<file path="src/rtl/crossbar_pkg.sv">
// Shared types and constants for the 2x2 crossbar arbiter.
//   xbar_state_t : per-output lock state
//   SEL_IN*      : crossbar select encoding (which input feeds an output)
//   DEST_OUT*    : destination encoding carried on in*_dest
package crossbar_pkg;

    typedef enum logic [1:0] {
        IDLE     = 2'd0,
        LOCK_IN1 = 2'd1,
        LOCK_IN2 = 2'd2
    } xbar_state_t;

    localparam logic SEL_IN1   = 1'b0;
    localparam logic SEL_IN2   = 1'b1;

    localparam logic DEST_OUT1 = 1'b0;
    localparam logic DEST_OUT2 = 1'b1;

endpackage

</file>
<file path="src/rtl/crossbar_out_arbiter.sv">
// Per-output arbiter: lock FSM, round-robin pointer and output beat register.
//
//   state    | meaning
//   ---------+----------------------------------------------------------
//   IDLE     | no owner; grant a candidate input at the next edge
//   LOCK_IN1 | output owned by in1 until its last beat is accepted
//   LOCK_IN2 | output owned by in2 until its last beat is accepted
//
// Ports:
//   clk, rst_n          clock, async active-low reset
//   req_valid/req_dest  raw valid and destination of both inputs (bit0 = in1)
//   excl                inputs locked by the other output, never candidates here
//   beat_valid/data/last  owner's beat, muxed by sel at the top level
//   out_ready           downstream accepts the registered beat
//   lock                one-hot owner (bit0 = in1, bit1 = in2)
//   accept              output register can take a beat this cycle
//   sel, busy           crossbar select, output locked
//   out_valid/data/last registered beat toward downstream
module crossbar_out_arbiter
    import crossbar_pkg::*;
#(
    parameter int   DATA_W = 8,
    parameter logic OUT_ID = DEST_OUT1
) (
    input  logic              clk,
    input  logic              rst_n,
    input  logic [1:0]        req_valid,
    input  logic [1:0]        req_dest,
    input  logic [1:0]        excl,
    input  logic              beat_valid,
    input  logic [DATA_W-1:0] beat_data,
    input  logic              beat_last,
    input  logic              out_ready,
    output logic [1:0]        lock,
    output logic              accept,
    output logic              sel,
    output logic              busy,
    output logic              out_valid,
    output logic [DATA_W-1:0] out_data,
    output logic              out_last
);

    xbar_state_t state;
    logic        rr;
    logic [1:0]  cand;
    logic        fire;

    assign cand[0] = req_valid[0] && (req_dest[0] == OUT_ID) && !excl[0];
    assign cand[1] = req_valid[1] && (req_dest[1] == OUT_ID) && !excl[1];

    assign accept = !out_valid || out_ready;
    assign busy   = (state != IDLE);
    assign lock   = {state == LOCK_IN2, state == LOCK_IN1};
    // sel always names the owner while locked, so beat_valid is the owner's valid.
    assign fire   = busy && accept && beat_valid;

    always_ff @(posedge clk or negedge rst_n) begin
        if (!rst_n) begin
            state <= IDLE;
            rr    <= 1'b0;
            sel   <= SEL_IN1;
        end else begin
            case (state)
                IDLE: begin
                    if (cand == 2'b11) begin
                        // Contested: rr=0 favours in1; flip so the loser wins next time.
                        state <= rr ? LOCK_IN2 : LOCK_IN1;
                        sel   <= rr ? SEL_IN2 : SEL_IN1;
                        rr    <= !rr;
                    end else if (cand[0]) begin
                        state <= LOCK_IN1;
                        sel   <= SEL_IN1;
                    end else if (cand[1]) begin
                        state <= LOCK_IN2;
                        sel   <= SEL_IN2;
                    end
                end
                LOCK_IN1, LOCK_IN2: begin
                    if (fire && beat_last) begin
                        state <= IDLE;
                    end
                end
                default: state <= IDLE;
            endcase
        end
    end

    always_ff @(posedge clk or negedge rst_n) begin
        if (!rst_n) begin
            out_valid <= 1'b0;
            out_data  <= '0;
            out_last  <= 1'b0;
        end else if (fire) begin
            out_valid <= 1'b1;
            out_data  <= beat_data;
            out_last  <= beat_last;
        end else if (out_ready) begin
            out_valid <= 1'b0;
        end
    end

endmodule

</file>
<file path="src/rtl/crossbar_arbiter.sv">
// 2x2 crossbar sequencing controller. Two input ports carry valid/ready
// bursts with a destination bit; each output is locked to one input for a
// whole burst, with round-robin on contention, and registers one beat.
//
// Ports:
//   clk, rst_n                        clock, async active-low reset
//   in{1,2}_valid/data/dest/last      upstream beats (dest 0 = out1, 1 = out2)
//   in{1,2}_ready                     upstream beat accepted when valid && ready
//   out{1,2}_valid/data/last          registered beats toward downstream
//   out{1,2}_ready                    downstream accepts
//   sel1, sel2                        crossbar select (0 = in1, 1 = in2)
//   busy1, busy2                      output currently locked
module crossbar_arbiter
    import crossbar_pkg::*;
#(
    parameter int DATA_W = 8
) (
    input  logic              clk,
    input  logic              rst_n,
    input  logic              in1_valid,
    input  logic [DATA_W-1:0] in1_data,
    input  logic              in1_dest,
    input  logic              in1_last,
    output logic              in1_ready,
    input  logic              in2_valid,
    input  logic [DATA_W-1:0] in2_data,
    input  logic              in2_dest,
    input  logic              in2_last,
    output logic              in2_ready,
    output logic              out1_valid,
    output logic [DATA_W-1:0] out1_data,
    output logic              out1_last,
    input  logic              out1_ready,
    output logic              out2_valid,
    output logic [DATA_W-1:0] out2_data,
    output logic              out2_last,
    input  logic              out2_ready,
    output logic              sel1,
    output logic              sel2,
    output logic              busy1,
    output logic              busy2
);

    logic [1:0]        req_valid;
    logic [1:0]        req_dest;
    logic [1:0]        lock1, lock2;
    logic              accept1, accept2;
    logic              bvalid1, bvalid2;
    logic [DATA_W-1:0] bdata1, bdata2;
    logic              blast1, blast2;

    assign req_valid = {in2_valid, in1_valid};
    assign req_dest  = {in2_dest, in1_dest};

    assign bvalid1 = (sel1 == SEL_IN2) ? in2_valid : in1_valid;
    assign bdata1  = (sel1 == SEL_IN2) ? in2_data  : in1_data;
    assign blast1  = (sel1 == SEL_IN2) ? in2_last  : in1_last;
    assign bvalid2 = (sel2 == SEL_IN2) ? in2_valid : in1_valid;
    assign bdata2  = (sel2 == SEL_IN2) ? in2_data  : in1_data;
    assign blast2  = (sel2 == SEL_IN2) ? in2_last  : in1_last;

    // Ready depends only on lock state and the output register, never on valid.
    assign in1_ready = (lock1[0] && accept1) || (lock2[0] && accept2);
    assign in2_ready = (lock1[1] && accept1) || (lock2[1] && accept2);

    crossbar_out_arbiter #(.DATA_W(DATA_W), .OUT_ID(DEST_OUT1)) u_arb1 (
        .clk        (clk),
        .rst_n      (rst_n),
        .req_valid  (req_valid),
        .req_dest   (req_dest),
        .excl       (lock2),
        .beat_valid (bvalid1),
        .beat_data  (bdata1),
        .beat_last  (blast1),
        .out_ready  (out1_ready),
        .lock       (lock1),
        .accept     (accept1),
        .sel        (sel1),
        .busy       (busy1),
        .out_valid  (out1_valid),
        .out_data   (out1_data),
        .out_last   (out1_last)
    );

    crossbar_out_arbiter #(.DATA_W(DATA_W), .OUT_ID(DEST_OUT2)) u_arb2 (
        .clk        (clk),
        .rst_n      (rst_n),
        .req_valid  (req_valid),
        .req_dest   (req_dest),
        .excl       (lock1),
        .beat_valid (bvalid2),
        .beat_data  (bdata2),
        .beat_last  (blast2),
        .out_ready  (out2_ready),
        .lock       (lock2),
        .accept     (accept2),
        .sel        (sel2),
        .busy       (busy2),
        .out_valid  (out2_valid),
        .out_data   (out2_data),
        .out_last   (out2_last)
    );

endmodule

</file>
<file path="config.mk">
export PLATFORM = sky130hd
export DESIGN_NAME = crossbar_arbiter
export DESIGN_NICKNAME = d
export VERILOG_FILES = /design/src/rtl/crossbar_pkg.sv /design/src/rtl/crossbar_out_arbiter.sv /design/src/rtl/crossbar_arbiter.sv
export SDC_FILE = /design/constraint.sdc
export NUM_CORES = 1
export LEC_CHECK = 0
export BUFFER_PORTS_ARGS = -buffer_cell sky130_fd_sc_hd__buf_2
export CORE_MARGIN = 1
export CORE_UTILIZATION = 54
export DETAILED_ROUTE_END_ITERATION = 10
export PLACE_DENSITY = 0.88
export REMOVE_ABC_BUFFERS = 1
export SKIP_LAST_GASP = 1
export SLEW_MARGIN = 20
export SYNTH_ARGS = -nofsm -noshare
export SYNTH_HDL_FRONTEND = slang
export SYNTH_SLANG_ARGS = --single-unit
</file>
<file path="constraint.sdc">
create_clock -name clk -period 4.5 [get_ports clk]
set_clock_uncertainty 0.1 [all_clocks]
set_input_delay 0.675 -clock clk [delete_from_list [all_inputs] [get_ports clk]]
set_output_delay 0.675 -clock clk [all_outputs]
set_load 0.05 [all_outputs]
</file>
==> flow_summary.toml <==
[detailed_routing]
antenna_left = 0
num_vias = 1303
drtPass1Iterations = 7
wl_per_cell_um = 16.2
drc = 4
initialDrtViolationCount = 27
wl_um = 3580
via_per_inst = 5.90

[placement]
dp_hpwl_um = 2710
portBuffers = 51
gp_congestion = 0.850

[logic_synthesis]
yosysTopAreaCell = "dfrtp_1"
ys_ff_latch = 28
synth_warnings = 0
yosysMostFrequentCell = "dfrtp_1"
synthCells = 142
synth_adder_area_share = 0.0464
avgSynthCellArea_um2 = 11.4
async_reset_ff_frac = 1.00
synth_compound_area_frac = 0.169
syn_area_mm2 = 0.00162
synth_ff_type = "dfrtp_1"
synthMuxAreaShare = 0.210
yosys-top-cells-count = "dfrtp_1 (28), mux2_2 (20), mux2i_1 (10)"
synth-xor-area-share = 0.0108
synthSimpleGateAreaFrac = 0.0936
synth_top_family_by_area = "multiplexers"
synth-edff-count = 0
synth.distinct_cells = 42
synth_area_leaders = "dfrtp_1 (43%), mux2_2 (14%), mux2i_1 (6.2%), ha_1 (4.6%), a31oi_1 (3.5%)"
yosysTopAreaCellShare = 0.433
yosysSeqAreaShare = 0.433

[global_route]
grt_max_degree = 29
use_met1 = 0.338
gr-usage-met2 = 0.396
grt_usage = 0.240
grt_use_met3 = 0.0276
grt.overflow.total = 0
grt_first_pass_wirelength_um = 6090
grt-busiest-layer = "met2"
grt_pass1_vias = 1274
antenna_found_initial = 0

[clock_tree]
root_buffer = "clkbuf_4"
cts_tree = "done"
htreeDepth = 1
cts_sinks = 28
path_clk_slew_ps = 150
clock_path_buffers = 2
post_cts_resized = 0
numCtsBuffers = 3
clk_latency_ps = 320
post_cts.repair.setup_buffers = 0
postCtsHoldBufs = 0

[final_layout]
area_growth_pct = 18.3
seqCellArea_um2 = 701
nets = 223
fillCellCount = 213
drive_gt1_frac = 0.421
post-route-util = 0.682
multi_input_area_um2 = 857
antenna-diode-count = 0

[critical_path]
endpoint_kind = "primary output"
path_max_fanout = 15
ff2ff_setup_slack_ps = 2380
critPathKind = "reg -> out"
required_ps = 3720
crit_arrival_ps = 1740
worst_setup_path_start_kind = "flop"
r2r-start = "u_arb2.sel"
worstReg2RegEnd = "u_arb2.out_last"
r2r_cells = 3

[run_status]
status = "finished with violations"
violations = "design-rule violations"

[sta]
worstMarginPinSlew_ps = 612
finalHoldViolations = 0
slew-limit-headroom = 0.592
period_share = 0.560
setup_tns_ps = 0
maxSlewViolCount = 0
fmax_mhz = 397
fin_crit_ps = 2520
rsz0062_at_grt = "no"
setup_viol = 0

[die]
fp-row-count = 19
num_io_pins = 52
coreArea_mm2 = 0.00281
start_util = 0.577
die_y_um = 56.7
die-area_mm2 = 0.00322
die_w_um = 56.7

[run]
maxCapViolCount = 0

[hold_path]
min_path_type = "in -> async"
sequential cells by signal, indices dropped and copies added (netlist names):
name	flops
u_arb1.out_data	8
u_arb2.state	2
u_arb1.out_last	1
u_arb2.sel	1
u_arb1.state	2
u_arb1.sel	1
u_arb2.rr	1
u_arb1.out_valid	1
u_arb2.out_last	1
u_arb2.out_data	8
u_arb1.rr	1
u_arb2.out_valid	1
worst max-delay path, cell delays in order (launching register included):
cell     delay, ps
dfrtp_1        410
inv_1           90
ha_1           250
inv_1          330
buf_2          340
placed cells by master (no fill, tap or decap), types with 3 or more instances in the layout:
cell type  netlist  routed
o211ai_1         5       5
buf_2            3      51
mux2_2          20      20
ha_1             6       6
clkbuf_4         0       3
inv_1            7       7
mux2i_1         10      10
a31oi_1          9       9
a21oi_1          8       8
dfrtp_1         28      28
nand2_1          8       8
how the worst max path moves through the flow:
stage	from	to	slack, ps	cells past startpoint
floorplan	out2_ready	in1_ready	2250	2
global placement	out2_ready	in1_ready	2120	4
detailed placement	out2_ready	in2_ready	2100	4
CTS	u_arb2.state[0]	busy2	1990	4
global route	u_arb2.state[0]	busy2	1870	4
finish	u_arb2.state[0]	busy2	1980	4
per-layer routing:
layer / vias to the layer above / routed length (µm)
li1: 633 / -
met1: 635 / 1600
met2: 31 / 1810
met3: 4 / 119
met4: 0 / 46
met5: - / 0
stage by stage:
stage / std cells / hold WS (ps) / worst slack (ps) / instance area, µm²
final: 221 / 241 / 1980 / 1910
after global routing: 221 / 266 / 1870 / 1910
after CTS: 221 / 262 / 1990 / 1910
after detailed placement: 217 / 390 / 2100 / 1880
after global placement: 217 / 385 / 2120 / 1880
after floorplan: 135 / 279 / 2250 / 1580
logic make-up (layout without fill, tap and decap cells):
| logic type | Yosys count | in the layout |
|---|---|---|
| AO/OA/AOI/OAI | 38 | 38 |
| buffers and inverters | 14 | 62 |
| multiplexers | 31 | 31 |
| AND/OR/NAND/NOR | 23 | 23 |
| adder cells (fa/ha/maj) | 6 | 6 |
| XOR/XNOR | 2 | 2 |
| flip-flops | 28 | 28 |
final cells by class:
type                       count  share of cell area
multi-input combinational    100               0.448
sequential                    28               0.366
timing repair buffer          51               0.133
tap                           31              0.0203
clock buffer                   4              0.0190
inverter                       7              0.0137
Power is not shown: default switching activity piles up to over one toggle a cycle in this logic, so the estimate is an artifact.
